$ cat config.mk
export PLATFORM = sky130hd
export DESIGN_NAME = genius_seq_engine
export DESIGN_NICKNAME = d
export VERILOG_FILES = /design/src/rtl/genius_pkg.sv /design/src/rtl/genius_seq_mem.sv /design/src/rtl/genius_seq_engine.sv
export SDC_FILE = /design/constraint.sdc
export NUM_CORES = 1
export LEC_CHECK = 0
export ABC_AREA = 1
export BUFFER_PORTS_ARGS = -buffer_cell sky130_fd_sc_hd__buf_2
export CAP_MARGIN = 25
export CORE_MARGIN = 3
export CORE_UTILIZATION = 35
export CTS_BUF_LIST = sky130_fd_sc_hd__clkbuf_2
export DETAILED_ROUTE_END_ITERATION = 8
export RECOVER_POWER = 25
export SLEW_MARGIN = 20
export SYNTH_ARGS = -nofsm -noshare
export SYNTH_HDL_FRONTEND = slang
export SYNTH_SLANG_ARGS = --single-unit
$ cat constraint.sdc
create_clock -name CLOCK_50 -period 3.8 [get_ports CLOCK_50]
set_clock_uncertainty 0.2 [all_clocks]
set_input_delay 0.76 -clock CLOCK_50 [delete_from_list [all_inputs] [get_ports CLOCK_50]]
set_output_delay 0.76 -clock CLOCK_50 [all_outputs]
set_load 0.005 [all_outputs]
$ cat src/rtl/genius_pkg.sv
// Shared encodings for the genius sequence engine: FSM states, fail causes and LFSR constants.
package genius_pkg;

   typedef enum logic [2:0] {
      ST_IDLE     = 3'd0,
      ST_SHOW_ON  = 3'd1,
      ST_SHOW_OFF = 3'd2,
      ST_WAIT_IN  = 3'd3,
      ST_ROUND_OK = 3'd4,
      ST_WIN      = 3'd5,
      ST_FAIL     = 3'd6
   } state_t;

   typedef enum logic [1:0] {
      CAUSE_NONE    = 2'b00,
      CAUSE_WRONG   = 2'b01,
      CAUSE_TIMEOUT = 2'b10,
      CAUSE_MULTI   = 2'b11
   } cause_t;

   localparam logic [15:0] LFSR_SEED = 16'hACE1;
   // x^16 + x^14 + x^13 + x^11 + 1 -> state bits 15, 13, 12, 10
   localparam logic [15:0] LFSR_TAPS = 16'hB400;

   function automatic logic [15:0] lfsr_next(input logic [15:0] cur);
      return {cur[14:0], ^(cur & LFSR_TAPS)};
   endfunction

endpackage

$ cat src/rtl/genius_seq_mem.sv
// Sequence register file: one synchronous write port, one asynchronous read port.
module genius_seq_mem #(
   parameter int MAX_DEPTH = 16,
   parameter int ID_W      = 2,
   parameter int DEPTH_W   = 5
) (
   input  logic               clk,
   input  logic               we,
   input  logic [DEPTH_W-1:0] waddr,
   input  logic [ID_W-1:0]    wdata,
   input  logic [DEPTH_W-1:0] raddr,
   output logic [ID_W-1:0]    rdata
);

   localparam int AW = $clog2(MAX_DEPTH);

   logic [ID_W-1:0] mem_r [MAX_DEPTH];

   // Write port; out-of-range addresses are dropped rather than aliased.
   always_ff @(posedge clk) begin
      if (we && (waddr < DEPTH_W'(MAX_DEPTH))) begin
         mem_r[waddr[AW-1:0]] <= wdata;
      end
   end

   // Asynchronous read port.
   always_comb begin
      if (raddr < DEPTH_W'(MAX_DEPTH)) begin
         rdata = mem_r[raddr[AW-1:0]];
      end else begin
         rdata = {ID_W{1'b0}};
      end
   end

endmodule

$ cat src/rtl/genius_seq_engine.sv
// Genius game sequence engine: playback, press checking, timeout and win/fail detection.
// Optional build macro GENIUS_LFSR_SEQ_EN fills the sequence from an internal LFSR.
module genius_seq_engine
   import genius_pkg::*;
#(
   parameter int N_CH          = 4,
   parameter int MAX_DEPTH     = 16,
   parameter int TIMEOUT_TICKS = 5,
   parameter int ID_W          = $clog2(N_CH),
   parameter int DEPTH_W       = $clog2(MAX_DEPTH + 1)
) (
   input  logic               CLOCK_50,
   input  logic               R,
   input  logic               start,
   input  logic [DEPTH_W-1:0] target_len,
   input  logic               seq_wr_en,
   input  logic [DEPTH_W-1:0] seq_wr_addr,
   input  logic [ID_W-1:0]    seq_wr_data,
   input  logic               tick,
   input  logic [N_CH-1:0]    btn,
   output logic [N_CH-1:0]    led,
   output logic [DEPTH_W-1:0] round,
   output logic [DEPTH_W-1:0] step,
   output logic [2:0]         state,
   output logic               match,
   output logic               win,
   output logic               fail,
   output logic [1:0]         fail_cause
);

   localparam int CNT_W = $clog2(TIMEOUT_TICKS + 1);
   localparam logic [N_CH-1:0] ZERO_CH = {N_CH{1'b0}};
   localparam logic [N_CH-1:0] ONE_CH  = {{(N_CH-1){1'b0}}, 1'b1};

   state_t             state_r, state_n_s;
   cause_t             cause_r, cause_n_s;
   logic [DEPTH_W-1:0] round_r, round_n_s, step_r, step_n_s, target_r, target_n_s;
   logic [CNT_W-1:0]   idle_r, idle_n_s, idle_inc_s;
   logic [N_CH-1:0]    led_r, led_n_s, ch_onehot_s;
   logic               match_r, match_n_s, win_r, win_n_s, fail_r, fail_n_s;
   logic               mem_we_s, last_s, multi_s;
   logic [DEPTH_W-1:0] mem_waddr_s, rd_addr_s;
   logic [ID_W-1:0]    mem_wdata_s, mem_rdata_s, ch_id_s;

`ifdef GENIUS_LFSR_SEQ_EN
   logic [15:0]     lfsr_r;
   logic [ID_W-1:0] lfsr_id_s;

   // Free-running sequence source, advancing every cycle.
   always_ff @(posedge CLOCK_50) begin
      if (!R) begin
         lfsr_r <= LFSR_SEED;
      end else begin
         lfsr_r <= lfsr_next(lfsr_r);
      end
   end

   assign lfsr_id_s = ID_W'(lfsr_r % 16'(N_CH));

   // Generated elements: mem[0] at start, mem[round] when a new round opens.
   always_comb begin
      mem_we_s    = 1'b0;
      mem_waddr_s = {DEPTH_W{1'b0}};
      mem_wdata_s = lfsr_id_s;
      if (start) begin
         mem_we_s = 1'b1;
      end else if ((state_r == ST_ROUND_OK) && tick) begin
         mem_we_s    = 1'b1;
         mem_waddr_s = round_r;
      end else begin
         mem_we_s = 1'b0;
      end
   end
`else
   // External writes are only honoured while no game is in progress.
   always_comb begin
      mem_waddr_s = seq_wr_addr;
      mem_wdata_s = seq_wr_data;
      mem_we_s    = seq_wr_en && ((state_r == ST_IDLE) || (state_r == ST_WIN) ||
                                  (state_r == ST_FAIL));
   end
`endif

   // Read the element for the next displayed step, or the expected one while waiting.
   always_comb begin
      if (start || (state_r == ST_ROUND_OK)) begin
         rd_addr_s = {DEPTH_W{1'b0}};
      end else if (state_r == ST_SHOW_OFF) begin
         rd_addr_s = step_r + DEPTH_W'(1);
      end else begin
         rd_addr_s = step_r;
      end
   end

   genius_seq_mem #(
      .MAX_DEPTH (MAX_DEPTH),
      .ID_W      (ID_W),
      .DEPTH_W   (DEPTH_W)
   ) u_mem (
      .clk   (CLOCK_50),
      .we    (mem_we_s),
      .waddr (mem_waddr_s),
      .wdata (mem_wdata_s),
      .raddr (rd_addr_s),
      .rdata (mem_rdata_s)
   );

   // Forward a same-cycle write so the first shown LED never lags the stored element.
   assign ch_id_s     = (mem_we_s && (mem_waddr_s == rd_addr_s)) ? mem_wdata_s : mem_rdata_s;
   assign ch_onehot_s = ONE_CH << ch_id_s;
   assign last_s      = (step_r == (round_r - DEPTH_W'(1)));
   assign multi_s     = ((btn & (btn - ONE_CH)) != ZERO_CH);
   assign idle_inc_s  = idle_r + CNT_W'(1);

   // Next-state and next-output logic.
   always_comb begin
      state_n_s  = state_r;
      round_n_s  = round_r;
      step_n_s   = step_r;
      target_n_s = target_r;
      idle_n_s   = idle_r;
      win_n_s    = win_r;
      fail_n_s   = fail_r;
      cause_n_s  = cause_r;
      match_n_s  = 1'b0;
      if (start) begin
         if (target_len == {DEPTH_W{1'b0}}) begin
            target_n_s = DEPTH_W'(1);
         end else if (target_len > DEPTH_W'(MAX_DEPTH)) begin
            target_n_s = DEPTH_W'(MAX_DEPTH);
         end else begin
            target_n_s = target_len;
         end
         state_n_s = ST_SHOW_ON;
         round_n_s = DEPTH_W'(1);
         step_n_s  = {DEPTH_W{1'b0}};
         idle_n_s  = {CNT_W{1'b0}};
         win_n_s   = 1'b0;
         fail_n_s  = 1'b0;
         cause_n_s = CAUSE_NONE;
      end else begin
         case (state_r)
            ST_SHOW_ON: begin
               if (tick) begin
                  state_n_s = ST_SHOW_OFF;
               end else begin
                  state_n_s = ST_SHOW_ON;
               end
            end
            ST_SHOW_OFF: begin
               if (tick && last_s) begin
                  step_n_s  = {DEPTH_W{1'b0}};
                  idle_n_s  = {CNT_W{1'b0}};
                  state_n_s = ST_WAIT_IN;
               end else if (tick) begin
                  step_n_s  = step_r + DEPTH_W'(1);
                  state_n_s = ST_SHOW_ON;
               end else begin
                  state_n_s = ST_SHOW_OFF;
               end
            end
            ST_WAIT_IN: begin
               // A press always wins over a coincident tick.
               if (btn != ZERO_CH) begin
                  idle_n_s = {CNT_W{1'b0}};
                  if (multi_s) begin
                     fail_n_s  = 1'b1;
                     cause_n_s = CAUSE_MULTI;
                     state_n_s = ST_FAIL;
                  end else if (btn != ch_onehot_s) begin
                     fail_n_s  = 1'b1;
                     cause_n_s = CAUSE_WRONG;
                     state_n_s = ST_FAIL;
                  end else if (last_s && (round_r == target_r)) begin
                     match_n_s = 1'b1;
                     win_n_s   = 1'b1;
                     state_n_s = ST_WIN;
                  end else if (last_s) begin
                     match_n_s = 1'b1;
                     state_n_s = ST_ROUND_OK;
                  end else begin
                     step_n_s = step_r + DEPTH_W'(1);
                  end
               end else if (tick) begin
                  idle_n_s = idle_inc_s;
                  if (idle_inc_s == CNT_W'(TIMEOUT_TICKS)) begin
                     fail_n_s  = 1'b1;
                     cause_n_s = CAUSE_TIMEOUT;
                     state_n_s = ST_FAIL;
                  end else begin
                     state_n_s = ST_WAIT_IN;
                  end
               end else begin
                  state_n_s = ST_WAIT_IN;
               end
            end
            ST_ROUND_OK: begin
               if (tick) begin
                  round_n_s = round_r + DEPTH_W'(1);
                  step_n_s  = {DEPTH_W{1'b0}};
                  state_n_s = ST_SHOW_ON;
               end else begin
                  state_n_s = ST_ROUND_OK;
               end
            end
            ST_IDLE, ST_WIN, ST_FAIL: begin
               state_n_s = state_r;
            end
            default: begin
               state_n_s = ST_IDLE;
            end
         endcase
      end
      led_n_s = (state_n_s == ST_SHOW_ON) ? ch_onehot_s : ZERO_CH;
   end

   // Output and state registers with synchronous active-low reset.
   always_ff @(posedge CLOCK_50) begin
      if (!R) begin
         state_r  <= ST_IDLE;
         round_r  <= {DEPTH_W{1'b0}};
         step_r   <= {DEPTH_W{1'b0}};
         target_r <= DEPTH_W'(1);
         idle_r   <= {CNT_W{1'b0}};
         led_r    <= ZERO_CH;
         match_r  <= 1'b0;
         win_r    <= 1'b0;
         fail_r   <= 1'b0;
         cause_r  <= CAUSE_NONE;
      end else begin
         state_r  <= state_n_s;
         round_r  <= round_n_s;
         step_r   <= step_n_s;
         target_r <= target_n_s;
         idle_r   <= idle_n_s;
         led_r    <= led_n_s;
         match_r  <= match_n_s;
         win_r    <= win_n_s;
         fail_r   <= fail_n_s;
         cause_r  <= cause_n_s;
      end
   end

   assign state      = state_r;
   assign led        = led_r;
   assign round      = round_r;
   assign step       = step_r;
   assign match      = match_r;
   assign win        = win_r;
   assign fail       = fail_r;
   assign fail_cause = cause_r;

endmodule

==> results_dict.tcl, run 1 <==
set metrics [dict create \
    wl_mm 8.65 \
    fin_hold_ws_ns 0.273 \
    status "finished clean" \
    finalCoreUtilization_pct 42.1 \
    nNetsFinal 528 \
    place.gp.congestion 0.871 \
    syn_area_per_cell_um2 7.61 \
    vias 3141 \
    drc_errors 0 \
    wl_per_cell_um 13.6 \
    insertion_delay_ns 0.50 \
    area_delta_synth_final_pct 15.4 \
    grt_first_pass_wirelength_mm 14.8 \
    use_met2_pct 27.5 \
    async_flop_share_pct 0 \
    slew_viol_final 0 \
    yosysTopAreaCell "edfxtp_1" \
    cts.sinks 62 \
    synth_area_mm2 0.00342 \
    drt_iter0_drc 223 \
    fmax_mhz 302 \
    period_needed_ns 3.31 \
    seq_power_share_pct 53.9 \
    fp.dieH_um 105 \
    clkTransAtPathRegs_ns 0.19 \
    crit_fanout 9 \
    antenna_left 0 \
    row_count 35 \
    grt-busiest-layer "met2" \
    cp-start-kind "register" \
    core_area_mm2 0.00937 \
    hold_violations 0 \
    synth_edf_count 32 \
    irDropWorstVdd_mv 0.169 \
    cts_tree "done" \
    maxSlewHeadroom_pct 48.1 \
    p_leak_nw 1.74 \
    ys_top_cells_by_count "103 x nand2_1, 66 x nand3_1, 55 x inv_1" \
    io_buffers 42 \
    cts_made_buffers 9 \
    first_pass_iters 5 \
    path_class "register to register" \
    yosys_warnings 0 \
    initial_utilization_pct 36.5 \
    fin_tns_setup_ns 0 \
    syn-num-nets 475 \
    drive_above_1_share_pct 15.4 \
    synth_ff_type "edfxtp_1" \
    cts-resized-gates 0 \
    grt_max_degree 19 \
    setup_viol 0 \
    p_sw_share_pct 26.8 \
    met3_usage_pct 3.64 \
    ys_types 33 \
    synth.top_cell.area_share_pct 28.1 \
    cts_root_buf "clkbuf_2" \
    dp.cells 620 \
    power_switching_mw 0.357 \
    synth-seq-cells 62 \
    track_usage_pct 16.5 \
    critPathCaptureType "register" \
    p_total_mw 1.33 \
    power.density_mw_per_mm2 338 \
    dp_hpwl_mm 6.58 \
    grt_pass1_vias 3088 \
    power_frac_comb_pct 10.0 \
    arrival_ns 3.53 \
    post_cts_buffers 0 \
    intPower_mw 0.977 \
    stdcell_count 636 \
    cts_buffer_depth 2 \
    tightestPinTransition_ns 0.778 \
    use_met1_pct 21.3 \
    fp.dieArea_mm2 0.0110 \
    fillCellCount 1000 \
    crit_required_ns 4.02 \
    seq_area_frac_synth_pct 45.7 \
    hold_buffers 0 \
    viasPerCell 4.94 \
    die_x_um 105 \
    period_share_pct 87.2 \
    maxCapViolCount 0 \
    htreeDepth 3 \
    synth.area.top_cells "edfxtp_1 28%, dfxtp_1 18%, nand2_1 11%" \
    min_path_type "register to register" \
    clockPowerShare_pct 36.1 \
    syn_inst 449 \
    io-pin-count 43 \
    antenna_found_initial 0 \
    yosysMostFrequentCell "nand2_1" \
    rsz0062_at_grt "false" \
    grt_overflow 0 \
    insertedDiodeCount 0 \
]
==> final cells by class <==
class / instances / area (um2) / share of cell area (%)
multi-input cells: 323 / 1610 / 40.9
flip-flops and latches: 62 / 1560 / 39.6
repair buffers: 47 / 245 / 6.21
inverters: 59 / 221 / 5.61
well taps: 129 / 161 / 4.09
clock inverters: 7 / 97.6 / 2.47
clock buffers: 9 / 45.0 / 1.14
==> path summary, 6_finish.rpt <==
| path | start | endpoint | slack, ns | cells after the start |
|---|---|---|---|---|
| max reg2reg | step[0] | led[3] | 0.49 | 23 |
| min reg2reg | fail | fail | 0.27 | 2 |
| min | fail | fail | 0.27 | 2 |
| max | step[0] | led[3] | 0.49 | 23 |
==> kinds of logic after synthesis <==
| family | after synthesis | synth area share, % |
|---|---|---|
| simple gates | 259 | 33.8 |
| xor+xnor | 12 | 3.07 |
| compound gates | 47 | 8.31 |
| fa+ha+maj | 5 | 1.83 |
| buf+inv | 64 | 7.28 |
| flops | 62 | 45.7 |
==> power by group through the flow <==
| stage | sequential, mW | clock [mW] | combinational [mW] |
|---|---|---|---|
| 2_1_floorplan | 0.733 | 0 | 0.0834 |
| 3_3_place_gp | 0.734 | 0 | 0.131 |
| 3_5_place_dp | 0.734 | 0 | 0.133 |
| 4_1_cts | 0.720 | 0.494 | 0.133 |
| 5_1_grt | 0.722 | 0.522 | 0.152 |
| 6_report | 0.720 | 0.482 | 0.133 |
==> placed cells by master, fill, tap and decap left out, types with 4 or more instances in the layout <==
cell type / netlist / layout
nand2_1: 103 / 102
nand3_1: 66 / 66
inv_1: 55 / 55
nor2_1: 53 / 52
buf_2: 1 / 40
edfxtp_1: 32 / 32
dfxtp_1: 30 / 29
a21oi_1: 17 / 17
o21ai_0: 16 / 16
nor3_1: 11 / 11
clkbuf_2: 0 / 9
nand4_1: 8 / 8
nand3b_1: 6 / 6
xnor2_1: 6 / 6
xor2_1: 6 / 6
nor2_2: 4 / 5
ha_1: 5 / 5
buf_4: 2 / 5
nand3_2: 4 / 4
==> worst max-delay path: stages, from the launching register on <==
cell	delay, ns
dfxtp_1	0.56
ha_1	0.27
inv_1	0.05
nand2_1	0.06
nand2_1	0.06
nand2_1	0.11
nand3_2	0.16
nand2_1	0.11
nand2_1	0.06
nor2_1	0.10
nand4_1	0.11
nor2_1	0.19
inv_1	0.06
nand2_1	0.12
nand2_1	0.08
nand2_1	0.06
nand2_1	0.05
nor2_2	0.17
nand3_1	0.12
nand2_1	0.07
nand2_1	0.05
nand2_1	0.07
nand2_1	0.11
nor3_1	0.21
==> state kept, by name, summed over array words and instances (netlist names) <==
| register | flops |
|---|---|
| win | 1 |
| led | 4 |
| fail_cause | 2 |
| step | 5 |
| fail | 1 |
| round | 5 |
| target_r | 5 |
| u_mem.mem_r | 32 |
| idle_r | 3 |
| match | 1 |
| state | 3 |
==> metal layers <==
metal / vias to the layer above / routed length, um
met5: - / 0
met4: 0 / 176
met3: 21 / 420
met2: 92 / 4030
met1: 1421 / 4020
li1: 1607 / -
==> metrics by stage <==
step	setup WS [ns]	cell area, um2
6_report	0.488	3950
2_1_floorplan	0.850	3420
5_1_grt	0.0259	3950
4_1_cts	0.291	3940
3_5_place_dp	0.303	3800
3_3_place_gp	0.333	3800
No activity file was read; power rests on OpenSTA's default activity.
==> run 2, diff against run 1 <==
Settings changed: CORE_ASPECT_RATIO set to 0.8, MAX_ROUTING_LAYER set to met4.
==> results_dict.tcl, run 2 (same netlist as run 1, synthesis figures left out) <==
set metrics [dict create \
    wl_per_cell_um 13.8 \
    track_usage_pct 17.3 \
    initial_utilization_pct 36.9 \
    fillCellCount 925 \
    design_area_mm2 0.00394 \
    clkTransAtPathRegs_ns 0.21 \
    path_class "register to register" \
    grt_pass1_vias 3014 \
    crit_required_ns 4.00 \
    layout_common_cells "102 x nand2_1, 66 x nand3_1, 55 x inv_1" \
    grt_first_pass_wirelength_mm 14.6 \
    arrival_ns 3.49 \
    grt_overflow 0 \
    hold_violations 0 \
    fmax_mhz 304 \
    drc_errors 0 \
    grt_max_degree 19 \
    period_needed_ns 3.29 \
    maxCapViolCount 0 \
    p_leak_nw 1.74 \
    insertedDiodeCount 0 \
    area_delta_synth_final_pct 15.2 \
    cts_made_buffers 9 \
    drt_iter0_drc 206 \
    nNetsFinal 527 \
    min_path_type "register to register" \
    row_count 31 \
    io_buffers 42 \
    setup_viol 0 \
    cts_buffer_depth 2 \
    maxSlewHeadroom_pct 49.8 \
    rsz0062_at_grt "false" \
    core_area_mm2 0.00927 \
    dp_hpwl_mm 6.51 \
    first_pass_iters 5 \
    wl_mm 8.55 \
    tightestPinTransition_ns 0.754 \
    cts_root_buf "clkbuf_2" \
    die_x_um 116 \
    largest_reg_flops 32 \
    period_share_pct 86.7 \
    final_common_cell "nand2_1" \
    fp.dieH_um 94.4 \
    cp-start-kind "register" \
    drive_above_1_share_pct 16.0 \
    crit_fanout 14 \
    fin_tns_setup_ns 0 \
    vias 3185 \
    power.density_mw_per_mm2 345 \
    insertion_delay_ns 0.51 \
    postPlaceCellArea_mm2 0.00377 \
    cts_tree "done" \
    antenna_found_initial 0 \
    cts.sinks 62 \
    irDropWorstVdd_mv 0.158 \
    fp.dieArea_mm2 0.0110 \
    io-pin-count 43 \
    antenna_left 0 \
    place.gp.congestion 0.858 \
    htreeDepth 3 \
    status "finished clean" \
    slew_viol_final 0 \
    viasPerCell 5.13 \
    critPathCaptureType "register" \
]
-- run 2: cell count changes in the layout (fill, tap and decap cells not counted), sizes merged --
cell | previous run | this run
inv | 59 | 62
clkinv | 4 | 1
buf | 45 | 44
-- run 2: metal layers --
| layer | track usage [%] | up-vias | wire length (um) |
|---|---|---|---|
| li1 | - | 1611 | - |
| met5 | - | - | 0 |
| met1 | 24.7 | 1462 | 4170 |
| met2 | 24.3 | 100 | 3640 |
| met4 | 4.35 | 0 | 121 |
| met3 | 4.61 | 12 | 624 |
-- run 2: where the power goes --
group / internal [mW] / switching, mW
registers: 0.712 / 0.00770
logic: 0.0450 / 0.0890
clock network: 0.227 / 0.277
total: 0.984 / 0.374
-- run 2: repair_timing --
| action | 4_1_cts | 5_1_grt |
|---|---|---|
| setup endpoints to repair | 0 | 10 |
| hold buffers | 0 | 0 |
| gates resized for setup | 0 | 8 |
| buffers inserted | 0 | 0 |
-- run 2: worst max-delay path, stage by stage, from the launching register on --
cell and delay (ns):
dfxtp_1 0.48, nor2_2 0.10, a21oi_4 0.23, buf_4 0.23, nand3_1 0.18, nand2_1 0.10
nand2_1 0.08, nor2_1 0.10, nand4_1 0.13, nor2_1 0.18, inv_1 0.06, nand2_1 0.13
nand2_1 0.09, nand2_1 0.06, nand2_1 0.07, nor2_2 0.17, nand3_1 0.12, nand2_1 0.09
o21ai_2 0.12, o21ai_0 0.19, a21oi_1 0.05
-- run 2: metrics by stage --
step	hold WS (ns)	cells	utilization, %	power (mW)	setup WS (ns)
2_1_floorplan	0.247	449	-	0.816	0.850
3_3_place_gp	0.237	605	40.7	0.866	0.339
3_5_place_dp	0.241	605	40.7	0.867	0.260
4_1_cts	0.252	621	42.3	1.37	0.313
5_1_grt	0.244	621	42.5	1.42	0.0276
6_report	0.260	621	42.5	1.36	0.507
-- run 2: final timing paths --
| path | cells past startpoint | end | slack [ns] | startpoint |
|---|---|---|---|---|
| worst min register to register | 2 | fail | 0.26 | fail |
| worst max-delay path | 20 | step[3] | 0.51 | state[0] |
| worst max register to register | 20 | step[3] | 0.51 | state[0] |
| worst min-delay path | 2 | fail | 0.26 | fail |
-- run 2: final cells by class --
| type | instances | area (um2) | share of cell area (%) |
|---|---|---|---|
| multi-input combinational | 323 | 1620 | 41.2 |
| sequential | 62 | 1570 | 39.8 |
| timing repair buffer | 46 | 238 | 6.04 |
| inverter | 59 | 221 | 5.62 |
| tap | 115 | 144 | 3.65 |
| clock inverter | 7 | 103 | 2.61 |
| clock buffer | 9 | 45.0 | 1.14 |
